[src/rtl/lfo_pkg.sv]
// Shared types and constants for the LFO sequencing controller and its turn detector.
package lfo_pkg;

  localparam int          LFO_W    = 32;
  localparam logic [2:0]  FREQ_MIN = 3'd0;
  localparam logic [2:0]  FREQ_MAX = 3'd7;

  typedef enum logic [1:0] {
    S_IDLE,
    S_RUN,
    S_PEND,
    S_DRAIN
  } state_t;

  typedef enum logic [1:0] {
    DIR_NONE,
    DIR_UP,
    DIR_DOWN
  } dir_t;

  // One saturating rate step; simultaneous up/down cancel out.
  function automatic logic [2:0] rate_step(input logic [2:0] freq,
                                           input logic       up,
                                           input logic       down);
    logic [2:0] result;
    result = freq;
    if (up && !down && (freq != FREQ_MAX)) begin
      result = freq + 3'd1;
    end else if (down && !up && (freq != FREQ_MIN)) begin
      result = freq - 3'd1;
    end
    return result;
  endfunction

endpackage

[src/rtl/lfo_turn_detect.sv]
// Detects LFO turning points (peak/trough) from successive signed samples.
// o_turn_now is the same-cycle decision; o_turn is its registered one-cycle strobe.
module lfo_turn_detect #(
  parameter int LFO_W = 32
) (
  input  logic             i_clk,
  input  logic             i_rst_n,
  input  logic             i_clear,
  input  logic [LFO_W-1:0] i_lfo,
  output logic             o_turn_now,
  output logic             o_turn
);
  import lfo_pkg::*;

  logic [LFO_W-1:0] r_prev_lfo;
  dir_t             r_dir;
  dir_t             w_dir;
  logic             r_turn;

  // NOTE: every signal written in always_comb gets a default first, so no path
  // can leave it unassigned and infer a latch.
  always_comb begin
    w_dir = DIR_NONE;
    if ($signed(i_lfo) > $signed(r_prev_lfo)) begin
      w_dir = DIR_UP;
    end else if ($signed(i_lfo) < $signed(r_prev_lfo)) begin
      w_dir = DIR_DOWN;
    end
  end

  // A flat sample is not a direction; the LFO dwells one cycle at each turn.
  assign o_turn_now = (w_dir != DIR_NONE) && (r_dir != DIR_NONE) && (w_dir != r_dir);
  assign o_turn     = r_turn;

  // NOTE: sequential state uses non-blocking assignments only, so every register
  // sees the pre-edge value of every other register. Reset is synchronous here:
  // i_rst_n is only looked at on the clock edge.
  always_ff @(posedge i_clk) begin
    if (!i_rst_n) begin
      r_prev_lfo <= '0;
      r_dir      <= DIR_NONE;
      r_turn     <= 1'b0;
    end else begin
      r_prev_lfo <= i_lfo;
      r_turn     <= o_turn_now;
      if (i_clear) begin
        r_dir <= DIR_NONE;
      end else if (w_dir != DIR_NONE) begin
        r_dir <= w_dir;
      end
    end
  end

endmodule

[src/rtl/lfo_ctrl.sv]
// Sequencing controller for the triangle LFO: start/rate select with rate changes
// and stops deferred to an LFO turning point, backed by a timeout.
module lfo_ctrl #(
  parameter int         LFO_W          = lfo_pkg::LFO_W,
  parameter logic [2:0] FREQ_RESET     = 3'd0,
  parameter int         TIMEOUT_CYCLES = 60000
) (
  input  logic             i_clk,
  input  logic             i_rst_n,
  input  logic             i_en,
  input  logic             i_rate_up,
  input  logic             i_rate_down,
  input  logic [LFO_W-1:0] i_lfo,
  output logic             o_start,
  output logic [2:0]       o_freq,
  output logic             o_pending,
  output logic             o_turn
);
  import lfo_pkg::*;

  localparam int                 TIMER_W    = $clog2(TIMEOUT_CYCLES);
  localparam logic [TIMER_W-1:0] TIMER_LAST = TIMER_W'(TIMEOUT_CYCLES - 1);
  localparam logic [TIMER_W-1:0] TIMER_MAX  = '1;

  state_t             r_state;
  state_t             w_state_nxt;
  logic [2:0]         r_freq;
  logic [2:0]         w_freq_nxt;
  logic [2:0]         r_pend_freq;
  logic [2:0]         w_pend_nxt;
  logic [TIMER_W-1:0] r_timer;
  logic [TIMER_W-1:0] w_timer_nxt;
  logic [TIMER_W-1:0] w_timer_inc;
  logic [2:0]         w_target_run;
  logic [2:0]         w_target_pend;
  logic               w_timeout;
  logic               w_turn_now;
  logic               w_clear;

  lfo_turn_detect #(
    .LFO_W (LFO_W)
  ) u_turn_detect (
    .i_clk      (i_clk),
    .i_rst_n    (i_rst_n),
    .i_clear    (w_clear),
    .i_lfo      (i_lfo),
    .o_turn_now (w_turn_now),
    .o_turn     (o_turn)
  );

  assign w_target_run  = rate_step(r_freq, i_rate_up, i_rate_down);
  assign w_target_pend = rate_step(r_pend_freq, i_rate_up, i_rate_down);
  assign w_timeout     = (r_timer == TIMER_LAST);
  // Saturating increment: the timer must never wrap back below TIMER_LAST.
  assign w_timer_inc   = (r_timer == TIMER_MAX) ? r_timer : r_timer + TIMER_W'(1);

  always_comb begin
    w_state_nxt = r_state;
    w_freq_nxt  = r_freq;
    w_pend_nxt  = r_pend_freq;
    w_timer_nxt = r_timer;
    w_clear     = 1'b0;

    unique case (r_state)
      S_IDLE: begin
        w_freq_nxt = w_target_run;
        if (i_en) begin
          w_state_nxt = S_RUN;
          w_clear     = 1'b1;
        end
      end

      S_RUN: begin
        if (!i_en) begin
          w_state_nxt = S_DRAIN;
          w_timer_nxt = '0;
        end else if (w_target_run != r_freq) begin
          w_pend_nxt  = w_target_run;
          w_timer_nxt = '0;
          w_state_nxt = S_PEND;
        end
      end

      S_PEND: begin
        w_pend_nxt  = w_target_pend;
        w_timer_nxt = w_timer_inc;
        // Disable wins over a coincident turn so the drain still waits for its own turn.
        if (!i_en) begin
          w_freq_nxt  = w_target_pend;
          w_timer_nxt = '0;
          w_state_nxt = S_DRAIN;
        end else if (w_turn_now || w_timeout) begin
          w_freq_nxt  = w_target_pend;
          w_state_nxt = S_RUN;
        end
      end

      S_DRAIN: begin
        w_freq_nxt  = w_target_run;
        w_timer_nxt = w_timer_inc;
        if (i_en) begin
          w_state_nxt = S_RUN;
        end else if (w_turn_now || w_timeout) begin
          w_state_nxt = S_IDLE;
        end
      end

      default: begin
        w_state_nxt = S_IDLE;
      end
    endcase
  end

  always_ff @(posedge i_clk) begin
    if (!i_rst_n) begin
      r_state     <= S_IDLE;
      r_freq      <= FREQ_RESET;
      r_pend_freq <= FREQ_RESET;
      r_timer     <= '0;
    end else begin
      r_state     <= w_state_nxt;
      r_freq      <= w_freq_nxt;
      r_pend_freq <= w_pend_nxt;
      r_timer     <= w_timer_nxt;
    end
  end

  assign o_start   = (r_state != S_IDLE);
  assign o_pending = (r_state == S_PEND);
  assign o_freq    = r_freq;

endmodule

[config.mk]
export PLATFORM = sky130hd
export DESIGN_NAME = lfo_ctrl
export DESIGN_NICKNAME = d
export VERILOG_FILES = /design/src/rtl/lfo_pkg.sv /design/src/rtl/lfo_turn_detect.sv /design/src/rtl/lfo_ctrl.sv
export SDC_FILE = /design/constraint.sdc
export NUM_CORES = 1
export LEC_CHECK = 0
export CAP_MARGIN = 20
export CORE_ASPECT_RATIO = 0.5
export CORE_MARGIN = 2
export CORE_UTILIZATION = 35
export CTS_CLUSTER_SIZE = 8
export DETAILED_ROUTE_END_ITERATION = 8
export PLACE_DENSITY_LB_ADDON = 0.3
export SLEW_MARGIN = 20
export SYNTH_ARGS = -nofsm -noshare
export SYNTH_HDL_FRONTEND = slang
export SYNTH_HIERARCHICAL = 1
export SYNTH_SLANG_ARGS = --single-unit
export TNS_END_PERCENT = 5
[constraint.sdc]
create_clock -name i_clk -period 7 [get_ports i_clk]
set_input_delay 1.4 -clock i_clk [delete_from_list [all_inputs] [get_ports i_clk]]
set_output_delay 1.4 -clock i_clk [all_outputs]
set_load 0.05 [all_outputs]
==> summary.txt, run 1 <==
Status
  • Run status: finished clean

Clocking
  • CTS tree: built
  • Root Buffer: clkbuf_16
  • CTS resizes: 0
  • Worst-path clk slew: around 50 ps
  • Post-CTS Setup Bufs: 0
  • Clock Latency Late Sink: 330 ps
  • Max clock buf depth: 2
  • Clk sink count: between 50 and 60
  • Inserted Clock Buffers: 9
  • Hold_buf cts: 0
  • H-tree depth reported by CTS: 3

Worst setup path
  • WS Path Type: input port to register
  • CP startpoint kind: input port
  • Worst path slowest cell: clkdlybuf4s50_1
  • CP Data Arrival Time: between 4000 and 5000 ps
  • Critical Path RT: between 7000 and 8000 ps
  • Critical path endpoint category: register
  • CP peak stage delay: between 400 and 500 ps
  • Critical Path, Cell by Cell: clkdlybuf4s50_1 > ha_1 > nand4_1 > nor4_2 > a21boi_2 > o31ai_4 > a21oi_2 > mux2_4 > a41oi_1 > a31oi_1 > a21boi_0 > o21a_1
  • Maximum fanout along the worst path: 6

Power and ir drop
  • Peak VDD IR: ~140 uV
  • Clock Power Share: 34.0%
  • Net Switching: approximately 0.45 mW
  • Static Leak: roughly 1.8 nW
  • Sequential cell fraction of total power: 30.8%
  • P_int: approximately 0.83 mW
  • Switching share of power: 35.4%
  • Power per cell area: approximately 280 nW/um^2
  • Comb pwr share: 35.2%

Final layout
  • Share of cells above drive strength 1: 7.79%
  • Synth-to-layout area growth: 22.5%
  • Cell area after layout: 4570 um^2
  • Number of nets at the end of the flow: ~550
  • Antenna diodes: 0

STA
  • Fmax: roughly 0.23 GHz
  • Worst setup margin: approximately 2700 ps
  • Fin Setup TNS: 0 ps
  • Hold Violations, Final: 0
  • Crit path time final: 4300 ps
  • RSZ-0062 raised after global routing: false
  • Relative slew slack: 48.9%
  • Clk_skew: around 2.7 ps
  • Final setup fails: 0
  • Final slew viol count: 0
  • Slew @ Worst Pin: approximately 760 ps
  • Tcrit/Tclk final: 61.4%

GRT
  • Initial antenna violation count: 0
  • Largest net degree at the start of global routing: 49
  • First-pass GRT wire length: 13600 um
  • Total GRT Usage: 14.6%
  • Vias in the first global route: between 2000 and 3000
  • Gr ovfl total: 0

Synthesis
  • FFs w/ async S/R, synth: 0%
  • Syn_area_per_cell: 8.70 um^2
  • Yosys Warn Count: 6
  • Ys flop type: dfxtp_1
  • Syn Inst Count: roughly 430
  • Post-Synthesis Cell Area: ~3700 um^2
  • Post-synthesis register bit count: just under 60
  • Library cells used by synthesis: 70
  • Sequential share of the synthesized area: a little under a third
  • EDFF count, synth: 0
  • Mapped Nets: 512

Detailed routing
  • Post-route ant nets: 0
  • WL final: between 7000 and 8000 um
  • Via count: 3120
  • DR pass1 iterations: 4
  • Initial DRC Count: about 140
  • # DRC: 0
  • Average routed wire per standard cell: roughly 13 um
  • DR vias/cell: 5.07

Floorplan
  • Die height: between 70 and 80 um
  • FP Rows: 26
  • Initial Util: a little over a third
  • Die span in x: approximately 150 um
  • I/O pins: 43
  • Core footprint: between 10000 and 15000 um^2
  • DIE AREA: around 12000 um^2

Placed design
  • Pre-CTS setup slack: 2410 ps
  • Buffers added on ports: 42
  • RePlAce Congestion: a little under 0.8
  • Placement-stage cell area: between 4000 and 5000 um^2
  • Post-DP HPWL: 5930 um

Hold path
  • Worst hold path type: register to register

Job
  • Max_cap viols: 0
-- power by group through the flow --
stage               sequential, mW  combinational, mW  clock (mW)
floorplan                    0.424              0.303           0
global placement             0.403              0.446           0
detailed placement           0.402              0.450           0
CTS                          0.395              0.453       0.446
global route                 0.400              0.498       0.463
finish                       0.395              0.452       0.437
-- worst max-delay path: cells and delay by family --
family / cells / cell delay (ps)
muxes: 1 / 320
AOI/OAI and AO/OA: 7 / 1520
and+or+nand+nor: 2 / 530
buffers and inverters: 1 / 420
adders and majority gates: 1 / 320
-- placed cells by master (no fill, tap or decap), types with 3 or more instances in the layout --
cell type	instances
and2_1	35
nand2b_1	6
dfxtp_1	59
clkdlybuf4s50_1	42
nand4_1	5
or4_1	6
a41oi_1	4
o22ai_1	4
o311ai_0	4
a211oi_1	7
nand3_1	15
a21o_1	6
o21ai_0	8
clkbuf_16	9
o211ai_1	6
ha_1	46
a311oi_1	3
nand2_1	30
and3_1	6
nor3b_1	3
and4_1	8
a21oi_1	26
inv_1	45
a31oi_1	9
nor2b_1	5
o31ai_1	4
nor2_1	16
-- registers in the layout, indices dropped and copies added, names as in the netlist --
signal,count
o_freq,3
u_turn_detect/r_prev_lfo,32
r_pend_freq,3
u_turn_detect/o_turn,1
r_timer,16
u_turn_detect/r_dir,2
r_state,2
-- layer usage --
layer	vias to the layer above	track usage, %	routed length, um
li1	1652	-	-
met1	1419	19.4	4100
met2	40	23.2	3460
met3	9	4.11	264
met4	0	4.25	97
met5	-	0	0
-- cell usage after synthesis (6+ instances only) --
cell type	n	area share, %
a21oi_1	26	3.5
nand2b_1	6	1.0
a211oi_1	7	1.4
ha_1	46	15
and4_1	8	1.9
a31oi_1	9	1.5
nor2_1	16	1.6
o211ai_1	6	1.2
nand3_1	15	2.0
dfxtp_1	59	32
a21o_1	6	1.2
nand2_1	30	3.0
and3_1	6	1.0
o21ai_0	8	1.1
and2_1	35	5.9
buf_2	7	0.94
inv_1	45	4.5
or4_1	6	1.2
-- final timing paths --
check	startpoint	end	slack, ps	cells past startpoint
min reg2reg	u_turn_detect/r_dir[1]	u_turn_detect/r_dir[1]	480	2
min	u_turn_detect/r_dir[1]	u_turn_detect/r_dir[1]	480	2
max	i_lfo[11]	o_freq[0]	2700	12
max reg2reg	u_turn_detect/r_prev_lfo[11]	o_freq[0]	3880	12
-- logic make-up after synthesis --
group / count (synthesis) / synth area share, %
muxes: 4 / 1.24
AOI/OAI and AO/OA: 107 / 20.8
DFF: 59 / 31.6
adders and majority gates: 46 / 15.4
buffers and inverters: 58 / 6.17
xor gates and xnor gates: 1 / 0.235
and+or+nand+nor: 154 / 24.5
-- area by class of cell --
cell class / count / area, um^2
inverters: 45 / 169
repair buffers: 43 / 428
multi-input cells: 312 / 2320
fillers: 1048 / 5710
clock buffers: 12 / 246
flip-flops and latches: 59 / 1180
well taps: 140 / 175
clock inverters: 4 / 50.0
-- stage by stage --
step | power [mW] | instances | hold WS (ps) | utilization (%)
6_report | 1.28 | 615 | 478 | 44.5
5_1_grt | 1.36 | 615 | 517 | 44.5
4_1_cts | 1.29 | 615 | 479 | 44.5
3_5_place_dp | 0.853 | 599 | 468 | 41.6
3_3_place_gp | 0.849 | 599 | 481 | 41.6
2_1_floorplan | 0.727 | 429 | 446 | -
No activity file was read; power rests on OpenSTA's default activity.
==> inputs of run 2 (changes only) <==
==> constraint.sdc (replaced) <==
create_clock -name i_clk -period 4.45 [get_ports i_clk]
set_input_delay 0.89 -clock i_clk [delete_from_list [all_inputs] [get_ports i_clk]]
set_output_delay 0.89 -clock i_clk [all_outputs]
set_load 0.05 [all_outputs]
==> summary.txt, run 2 (synthesized netlist as in run 1, its figures left out) <==
Final layout
  • Multi-input gate area: ~2300 um^2
  • Synth-to-layout area growth: 23.1%
  • Share of cells above drive strength 1: ~8.4%
  • Most frequent cells in the layout: dfxtp_1, ha_1, inv_1
  • Commonest non-fill, non-tap cell in the layout: dfxtp_1
  • Sequential cell area: 1180 um^2
  • Fill count: 990
  • Biggest regs: u_turn_detect/r_prev_lfo (32), r_timer (16)
  • Max reg flops: 32
  • Most flops, register: u_turn_detect/r_prev_lfo
  • Number of nets at the end of the flow: between 500 and 600
  • Antenna diodes: 0

GRT
  • Vias in the first global route: 2930
  • Total GRT Usage: approximately 15%
  • Largest net degree at the start of global routing: 29
  • GR Util met3: between 4 and 5%
  • Met1 usage in global routing: between 10% and 20%
  • Routing usage on met2: 23.1%
  • Top Usage Layer GRT: met2
  • Gr ovfl total: 0
  • First-pass GRT wire length: 13600 um
  • Initial antenna violation count: 0

Clocking
  • Post-CTS Setup Bufs: 0
  • Inserted Clock Buffers: 9
  • Root Buffer: clkbuf_16
  • Max clock buf depth: 2
  • Hold_buf cts: 0
  • Clk sink count: just under 60
  • CTS resizes: 0
  • H-tree depth reported by CTS: 3
  • Clock Latency Late Sink: between 300 and 400 ps
  • CTS tree: built
  • Worst-path clk slew: ~50 ps

Floorplan
  • Initial Util: 36.3%
  • Core footprint: between 10000 and 15000 um^2
  • I/O pins: 43
  • Die span in x: approximately 150 um
  • FP Rows: 26
  • DIE AREA: 11600 um^2
  • Die height: a little under 80 um

Placed design
  • Post-DP HPWL: 5970 um
  • Buffers added on ports: between 40 and 50
  • Pre-CTS setup slack: between 300 and 400 ps
  • RePlAce Congestion: 0.770

Hold path
  • HP Start: u_turn_detect/r_dir[1]
  • Min-Delay Endpoint: u_turn_detect/r_dir[1]
  • Worst hold path type: register to register
  • WHS Path Cells: 2

Detailed routing
  • # DRC: 0
  • Average routed wire per standard cell: approximately 13 um
  • Initial DRC Count: about 180
  • Via count: just over 3000
  • DR vias/cell: approximately 5.0
  • Post-route ant nets: 0
  • DR pass1 iterations: 4
  • WL final: approximately 8000 um

Worst setup path
  • CP Data Arrival Time: roughly 4000 ps
  • Reg2reg setup slack: approximately 1300 ps
  • Reg-to-Reg End: o_freq[0]
  • Reg2reg start: u_turn_detect/r_prev_lfo[11]
  • WS Path Type: input port to register
  • Maximum fanout along the worst path: 6
  • CP startpoint kind: input port
  • Critical Path RT: 4670 ps
  • Critical path endpoint category: register
  • R2R cell count: 12

STA
  • Worst setup margin: between 600 and 700 ps
  • Clk_skew: roughly 10 ps
  • Slew @ Worst Pin: 881 ps
  • Final slew viol count: 0
  • RSZ-0062 raised after global routing: false
  • Relative slew slack: roughly 41%
  • Crit path time final: between 3000 and 4000 ps
  • Fin Setup TNS: 0 ps
  • Final setup fails: 0
  • Hold Violations, Final: 0
  • Tcrit/Tclk final: 85.1%
  • Fmax: 0.264 GHz

Status
  • Run status: finished clean

Job
  • Max_cap viols: 0

Power and ir drop
  • Static Leak: 1.83 nW
  • Power per cell area: ~440 nW/um^2
  • Peak VDD IR: around 230 uV
## run 2: metal layers
metal / up-vias / share of wire [%]
li1: 1656 / -
met1: 1377 / 52
met2: 54 / 43
met3: 11 / 3.4
met4: 0 / 1.5
met5: - / 0
## run 2: worst max-delay path, cell delays in order
cell	delay, ps
clkdlybuf4s50_1	430
ha_1	330
nand4_1	180
nor4_2	340
a21boi_2	280
o31ai_4	90
a21oi_2	210
mux2_4	330
a41oi_1	310
a31oi_1	240
a21boi_0	190
o21a_1	180
## run 2: worst max-delay path by stage
stage	startpoint	endpoint	cells past startpoint
6_report	i_lfo[11]	o_freq[0]	12
5_1_grt	i_lfo[11]	o_freq[0]	12
4_1_cts	i_lfo[11]	o_freq[0]	12
3_5_place_dp	i_lfo[11]	o_freq[0]	12
3_3_place_gp	i_lfo[14]	o_freq[0]	12
2_1_floorplan	i_lfo[14]	o_freq[0]	11
## run 2: final cells by class
class	count	share of cell area [%]
Timing Repair Buffer	44	9.47
Multi-Input combinational cell	312	50.5
Tap cell	140	3.81
Clock buffer	12	5.80
Inverter	45	3.68
Sequential cell	59	25.7
Clock inverter	4	1.03
## run 2: through the flow
step / hold slack, ps / std cells / instance area [um^2] / total power [mW] / util (%)
after floorplan: 446 / 429 / 3730 / 1.14 / -
after global placement: 482 / 600 / 4280 / 1.34 / 41.7
after detailed placement: 484 / 600 / 4280 / 1.34 / 41.7
after CTS: 497 / 616 / 4600 / 2.07 / 44.7
after global routing: 517 / 616 / 4600 / 2.18 / 44.7
final: 496 / 616 / 4600 / 2.04 / 44.7
## run 2: where the power goes
| group | leakage, nW | total [mW] | internal [mW] | switching [mW] |
|---|---|---|---|---|
| registers | 0.486 | 0.621 | 0.578 | 0.0439 |
| clock network | 0.155 | 0.714 | 0.476 | 0.238 |
| logic | 1.19 | 0.709 | 0.281 | 0.428 |
| total | 1.83 | 2.04 | 1.33 | 0.710 |
